File: config.mk
export PLATFORM = sky130hd
export DESIGN_NAME = id_stage
export DESIGN_NICKNAME = d
export VERILOG_FILES = /design/src/rtl/id_stage.sv
export SDC_FILE = /design/constraint.sdc
export NUM_CORES = 2
export LEC_CHECK = 0
export CORE_AREA = 2 2 544 546
export DETAILED_ROUTE_END_ITERATION = 12
export DIE_AREA = 0 0 546 548
export SETUP_SLACK_MARGIN = 0.2
export SLEW_MARGIN = 15
export SYNTH_ARGS = -nofsm -noshare
export SYNTH_HDL_FRONTEND = slang
export SYNTH_SLANG_ARGS = --single-unit
File: constraint.sdc
create_clock -name clk -period 4.94 [get_ports clk]
set_input_delay 0.988 -clock clk [delete_from_list [all_inputs] [get_ports clk]]
set_output_delay 0.988 -clock clk [all_outputs]
set_load 0.01 [all_outputs]
File: src/rtl/id_stage.sv
// RV64I decode stage: field split, immediate generation and a 3-read/1-write integer register file.
// Optional write-through register file when ID_WB_BYPASS_EN is defined.
module id_stage #(
  parameter int XLEN = 64,
  parameter int NREG = 32
) (
  input  logic            clk,
  input  logic            rst,
  input  logic [31:0]     inst,
  input  logic            flush,
  input  logic [XLEN-1:0] wdata,
  input  logic [4:0]      wrd,
  input  logic [6:0]      wopcode,
  input  logic [4:0]      rs1_addr_control,
  output logic [6:0]      opcode,
  output logic [XLEN-1:0] data1,
  output logic [XLEN-1:0] data2,
  output logic [4:0]      rd,
  output logic [2:0]      func3,
  output logic [6:0]      func7,
  output logic [XLEN-1:0] imm_ext,
  output logic [XLEN-1:0] rs1_data_control
);

  localparam logic [6:0] OP_R    = 7'b0110011;
  localparam logic [6:0] OP_I    = 7'b0010011;
  localparam logic [6:0] OP_LD   = 7'b0000011;
  localparam logic [6:0] OP_LUI  = 7'b0110111;
  localparam logic [6:0] OP_AUIP = 7'b0010111;
  localparam logic [6:0] OP_JAL  = 7'b1101111;
  localparam logic [6:0] OP_JALR = 7'b1100111;
  localparam logic [6:0] OP_RW   = 7'b0111011;
  localparam logic [6:0] OP_IW   = 7'b0011011;
  localparam logic [6:0] OP_ST   = 7'b0100011;
  localparam logic [6:0] OP_BR   = 7'b1100011;

  logic [XLEN-1:0] rf_q [NREG];
  logic            wop_ok;
  logic            we;
  logic            kill;
  logic [XLEN-1:0] imm_d;
  logic [XLEN-1:0] rd1, rd2, rdc;

  // Only instructions that produce a register result may write back.
  always_comb begin
    wop_ok = 1'b0;
    case (wopcode)
      OP_R, OP_I, OP_LD, OP_LUI, OP_AUIP, OP_JAL, OP_JALR, OP_RW, OP_IW: wop_ok = 1'b1;
      default: wop_ok = 1'b0;
    endcase
  end

  assign we = !rst && wop_ok && (wrd != 5'd0);

  always_ff @(posedge clk) begin
    if (rst) begin
      for (int i = 0; i < NREG; i++) rf_q[i] <= '0;
    end else if (we) begin
      rf_q[wrd] <= wdata;
    end
  end

  function automatic logic [XLEN-1:0] rf_read(input logic [4:0] a);
    logic [XLEN-1:0] v;
    v = (a == 5'd0) ? '0 : rf_q[a];
`ifdef ID_WB_BYPASS_EN
    if (we && (a == wrd)) v = wdata;
`endif
    return v;
  endfunction

  assign rd1 = rf_read(inst[19:15]);
  assign rd2 = rf_read(inst[24:20]);
  assign rdc = rf_read(rs1_addr_control);

  always_comb begin
    imm_d = '0;
    case (inst[6:0])
      OP_LD, OP_I, OP_IW, OP_JALR:
        imm_d = {{(XLEN-12){inst[31]}}, inst[31:20]};
      OP_ST:
        imm_d = {{(XLEN-12){inst[31]}}, inst[31:25], inst[11:7]};
      OP_BR:
        imm_d = {{(XLEN-13){inst[31]}}, inst[31], inst[7], inst[30:25], inst[11:8], 1'b0};
      OP_LUI, OP_AUIP:
        imm_d = {{(XLEN-32){inst[31]}}, inst[31:12], 12'b0};
      OP_JAL:
        imm_d = {{(XLEN-21){inst[31]}}, inst[31], inst[19:12], inst[20], inst[30:21], 1'b0};
      default:
        imm_d = '0;
    endcase
  end

  // A flushed instruction becomes a bubble; the control-unit port stays live through flush.
  assign kill = rst || flush;

  assign opcode           = kill ? 7'd0 : inst[6:0];
  assign rd               = kill ? 5'd0 : inst[11:7];
  assign func3            = kill ? 3'd0 : inst[14:12];
  assign func7            = kill ? 7'd0 : inst[31:25];
  assign imm_ext          = kill ? '0   : imm_d;
  assign data1            = kill ? '0   : rd1;
  assign data2            = kill ? '0   : rd2;
  assign rs1_data_control = rst  ? '0   : rdc;

endmodule

# [Word level (Yosys, flattened, before mapping)]
# Memories as Yosys holds them, arrays and structs flattened.
# Index checks and enable logic that the tools add are counted.
[totals] regBits=0 output_inout_bits=278 mem_count=1 in_bits=116 ramBits=2048
[mem_list] memory="rf_q" depth=32 word_bits=64 rd=3 rd_clocked_by_memory_dff=0 wr=32 line_no="37" text="logic [XLEN-1:0] rf_q [NREG];"
[op_classes] mux=21 reduce_logical=12 eq_ne=18
[op_table] op="two-way mux 64 bit" n=8
[op_table] op="case mux 64 bit (5 select lines)" n=1
[op_table] op="OR reduction 64 bit" n=1
[op_table] op="equality test 7 x 5 -> 1 bit (second input constant)" n=6
[op_table] op="equality test 7 x 6 -> 1 bit (second input constant)" n=5
[op_table] op="equality test 7 bit (second input constant)" n=5
[op_table] op="zero test 5 bit" n=3
[op_table] op="equality test 7 x 2 -> 1 bit (second input constant)" n=2
[op_table] op="two-way mux 7 bit" n=2
[op_table] op="two-way mux 5 bit" n=2
[op_table] op="OR reduction 9 bit" n=1
[op_table] op="two-way mux 1 bit" n=7
[op_table] op="nonzero test 5 bit" n=1
[op_table] op="OR reduction 4 bit" n=1
[op_table] op="two-way mux 3 bit" n=1
[op_table] op="logical AND 1 bit" n=2
[op_table] op="OR reduction 2 bit" n=1
[op_table] op="zero test 1 bit" n=1
[op_table] op="logical OR 1 bit" n=1

# [Depth between registers and ports, before layout]
[depth] word_depth=10 mapped_depth=9 depth_no_buf=5

# [Worst setup path after synthesis]
# OpenSTA, ideal clock, no wires.
[synth_path] path_type="input to output" from="input rst" to="output imm_ext[32]" setup_slack_ps=1379 t_arrival_ps=2573 cell_stages=5 cell_sequence="buf_2 > nor2_2 > and2_1 > and2_1 > buf_4"
[synth_via] elab_chain_cells=2
[synth_lines] element="from (decl)" line_no="8" text="input logic rst,"
[synth_lines] element="logical OR 1 bit" line_no="95" text="assign kill = rst || flush;"
[synth_lines] element="two-way mux 64 bit" line_no="101" text="assign imm_ext = kill ? '0 : imm_d;"
[synth_lines] element="to (decl)" line_no="21" text="output logic [XLEN-1:0] imm_ext,"
# No other way between the ends.

# [Final worst setup path]
[layout_path] from="input inst[21]" to="output data2[0]"
[layout_via] elab_chain_cells=3 word_cells_on_any_way=4 classes_between="mux (2); reduce/logical (1); memory (1)"
[layout_lines] element="from (decl)" line_no="9" text="input logic [31:0] inst,"
[layout_lines] element="memory (32 x 64 bit) / zero test 5 bit (equally long branches)"
[layout_lines] element="two-way mux 64 bit (*)" line_no="65" text="v = (a == 5'd0) ? '0 : rf_q[a];"
[layout_lines] element="two-way mux 64 bit (*)" line_no="103" text="assign data2 = kill ? '0 : rd2;"
[layout_lines] element="to (decl)" line_no="17" text="output logic [XLEN-1:0] data2,"
# Every way passes the cells marked *; elsewhere a longest branch is shown, timed or not.

==> out/qor.csv <==
metric,value,unit
P_leak,50.7,nW
gate count after technology mapping,8152,
outcome,"finished, violations left",
overall power,45.5,mW
NumNets Final,8591,
synthesized flop and latch total,2048,
Relative slew margins,20.6,%
Routed WL per cell,42.6,um
WL final,539000,um
Hold Path Class,primary input to register,
Syn Area/Cell,15.4,sq um
TritonCTS clock tree,yes,
biggest regs,rf_q x2048,
Largest Register,rf_q,
multi-input logic area,60000,sq um
synth-to-layout area growth,16.0,%
Fillers,24400,
"Clk pin slew, worst setup/hold paths",0.06,ns
Final Cell Area,146000,sq um
Post-Synth Adder-Cell Area,0,%
Simple-Gate Fraction of Synth Area,11.2,%
H-tree depth,4,
die area,299000,sq um
WP data required,3.95,ns
pwr/cell area,313,nW/um^2
GRT Total Usage,35.4,%
CTS Buf Count,237,
Compound-Gate Fraction of Synth Area,3.75,%
final setup fails,0,
Root Buffer Master,clkbuf_16,
top cell type by total area after synthesis,edfxtp_1,
XOR/XNOR share of the synthesized area,0,%
sequential area share after synthesis,49.0,%
largest net degree at the start of global routing,88,
Critical Path Max Stage Delay,0.72,ns
Tcrit/Tclk final,97.7,%
fin cells,12600,
max reg flops,2048,
Die Ht,548,um
final setup margin,0.114,ns
top post-synthesis cells by area,"edfxtp_1, mux4_2, and2_1",
Netlist cell types,53,
failing checks,antenna violations,
Rows,199,
CTS sink cnt,2048,
layout cells sized above 1,28.9,%
crit-path cells,buf_8 > buf_16 > nor2b_4 > buf_12 > a22oi_1 > and3_1 > a221oi_1 > buf_4 > o21ai_1 > clkdlybuf4s50_1,
port bufs,393,
Via Count,89100,
Worst VDD drop,0.000300,V
detailed placement HPWL,314000,um
mux cell area share after synthesis,32.3,%
starting DRC count in detailed routing,16800,
Final Max Tran Viols,0,
Crit Path Category,primary input to primary output,
CP Max Fanout,31,
largest family of logic cells by synthesized area,multiplexers,
Final Core Density,49.6,%
initial core utilization,42.8,%
max cap viols,0,
placed cells,12100,
vias in the first global route,86900,
WHS,0.538,ns
vias per std cell,7.05,
fin crit period,4.83,ns
RSZ-0062 raised after global routing,yes,
Worst-Margin Slew,1.19,ns
die width,546,um
Place WS,-0.0848,ns
ys flop type,edfxtp_1,
final hold violations,0,
highest-delay cell along the critical path,clkdlybuf4s50_1,
YS warnings,0,
cell area after synthesis,125000,sq um
I/O pins,394,
drt pass-1 iters,9,
Final Wtd Congestion,0.899,
Post-CTS Hold Fix Bufs,0,
clock buffer depth,4,
Startpoint Class,primary input,
Routed Antenna Nets,1,
Fin Setup TNS,0,ns
Max Fclk,207,MHz
DRC viols,0,
post-synth top area share,49.0,%
first-pass GRT wire length,729000,um
Register Area,61500,sq um
Crit. End Element,primary output,
core box area,293000,sq um
initial antenna violation count,80,
Post-synth EDFFs,2048,
DP Area,138000,sq um
gr ovfl total,0,
CP Data Arrival Time,3.84,ns
post-synthesis async set-or-reset flop share,0,%
path summary, 6_finish.rpt:
kind                      end  cells past startpoint  startpoint
setup / recovery     data2[0]                     10    inst[21]
hold / removal    rf_q[0][19]                      1         rst
per-layer routing:
metal	GRT usage, %	routed length, um	share of wire [%]	up-vias
met4	20.9	37000	6.9	33
met3	10.1	76400	14	1766
met5	0.443	439	0.081	-
li1	-	-	-	33200
met2	53.2	241000	45	8180
met1	45.7	184000	34	45900
layout by cell type, fill, tap and decap left out, types with 64 or more instances in the layout:
master and n:
a22oi_1 112, and2_1 2018, buf_12 222, buf_4 376, clkbuf_16 241, clkdlybuf4s50_1 376, conb_1 64, edfxtp_1 2048
mux2i_1 797, mux4_2 1442, o221ai_1 122, o22a_1 128
synthesized netlist by cell type (26+ instances only):
master,n
a22oi_1,112
a221oi_1,35
buf_4,93
clkbuf_1,477
edfxtp_1,2048
a21oi_1,36
o221ai_1,130
nand3_1,31
buf_6,29
and2_1,2022
a31oi_1,34
o22a_1,128
nand2_1,52
mux2i_1,798
buf_2,239
clkbuf_2,91
o22ai_1,53
mux4_2,1442
or2_2,33
buf_1,54
a22o_1,37
nor2_1,26
report_power, final:
part / switching [mW] / internal [mW] / total, mW
clock network: 7.50 / 9.89 / 17.4
registers: 0.676 / 20.0 / 20.7
logic: 3.98 / 3.39 / 7.37
total: 12.2 / 33.3 / 45.5
what timing repair did:
item | 4_1_cts | 5_1_grt
gates resized for setup | 23 | 16
pin swaps | 0 | 0
endpoints found under the setup margin | 35 | 23
buffers inserted | 2 | 3
gates cloned | 2 | 0
area by class of cell:
class                           count  share of cell area, %
Tap cell                         3919                   3.37
Clock inverter                    132                  0.794
Sequential cell                  2048                   42.3
Clock buffer                      295                   4.28
Timing Repair Buffer             1004                   7.91
Antenna cell                       61                  0.105
Inverter                            4                 0.0103
Multi-Input combinational cell   5180                   41.3
cells by family (layout without fill, tap and decap cells):
| logic type | Yosys count | in the layout |
|---|---|---|
| buffers and inverters | 987 | 1435 |
| other | 1 | 125 |
| and+or+nand+nor | 2272 | 2272 |
| muxes | 2245 | 2245 |
| DFF | 2048 | 2048 |
| AOI/OAI and AO/OA | 599 | 599 |
worst max-delay path, delay by kind of cell:
family / cells / cell delay [ns]
AO/OA/AOI/OAI: 3 / 0.84
buffers and inverters: 5 / 1.63
AND/OR/NAND/NOR: 2 / 0.30
No activity file was read; power rests on OpenSTA's default activity.
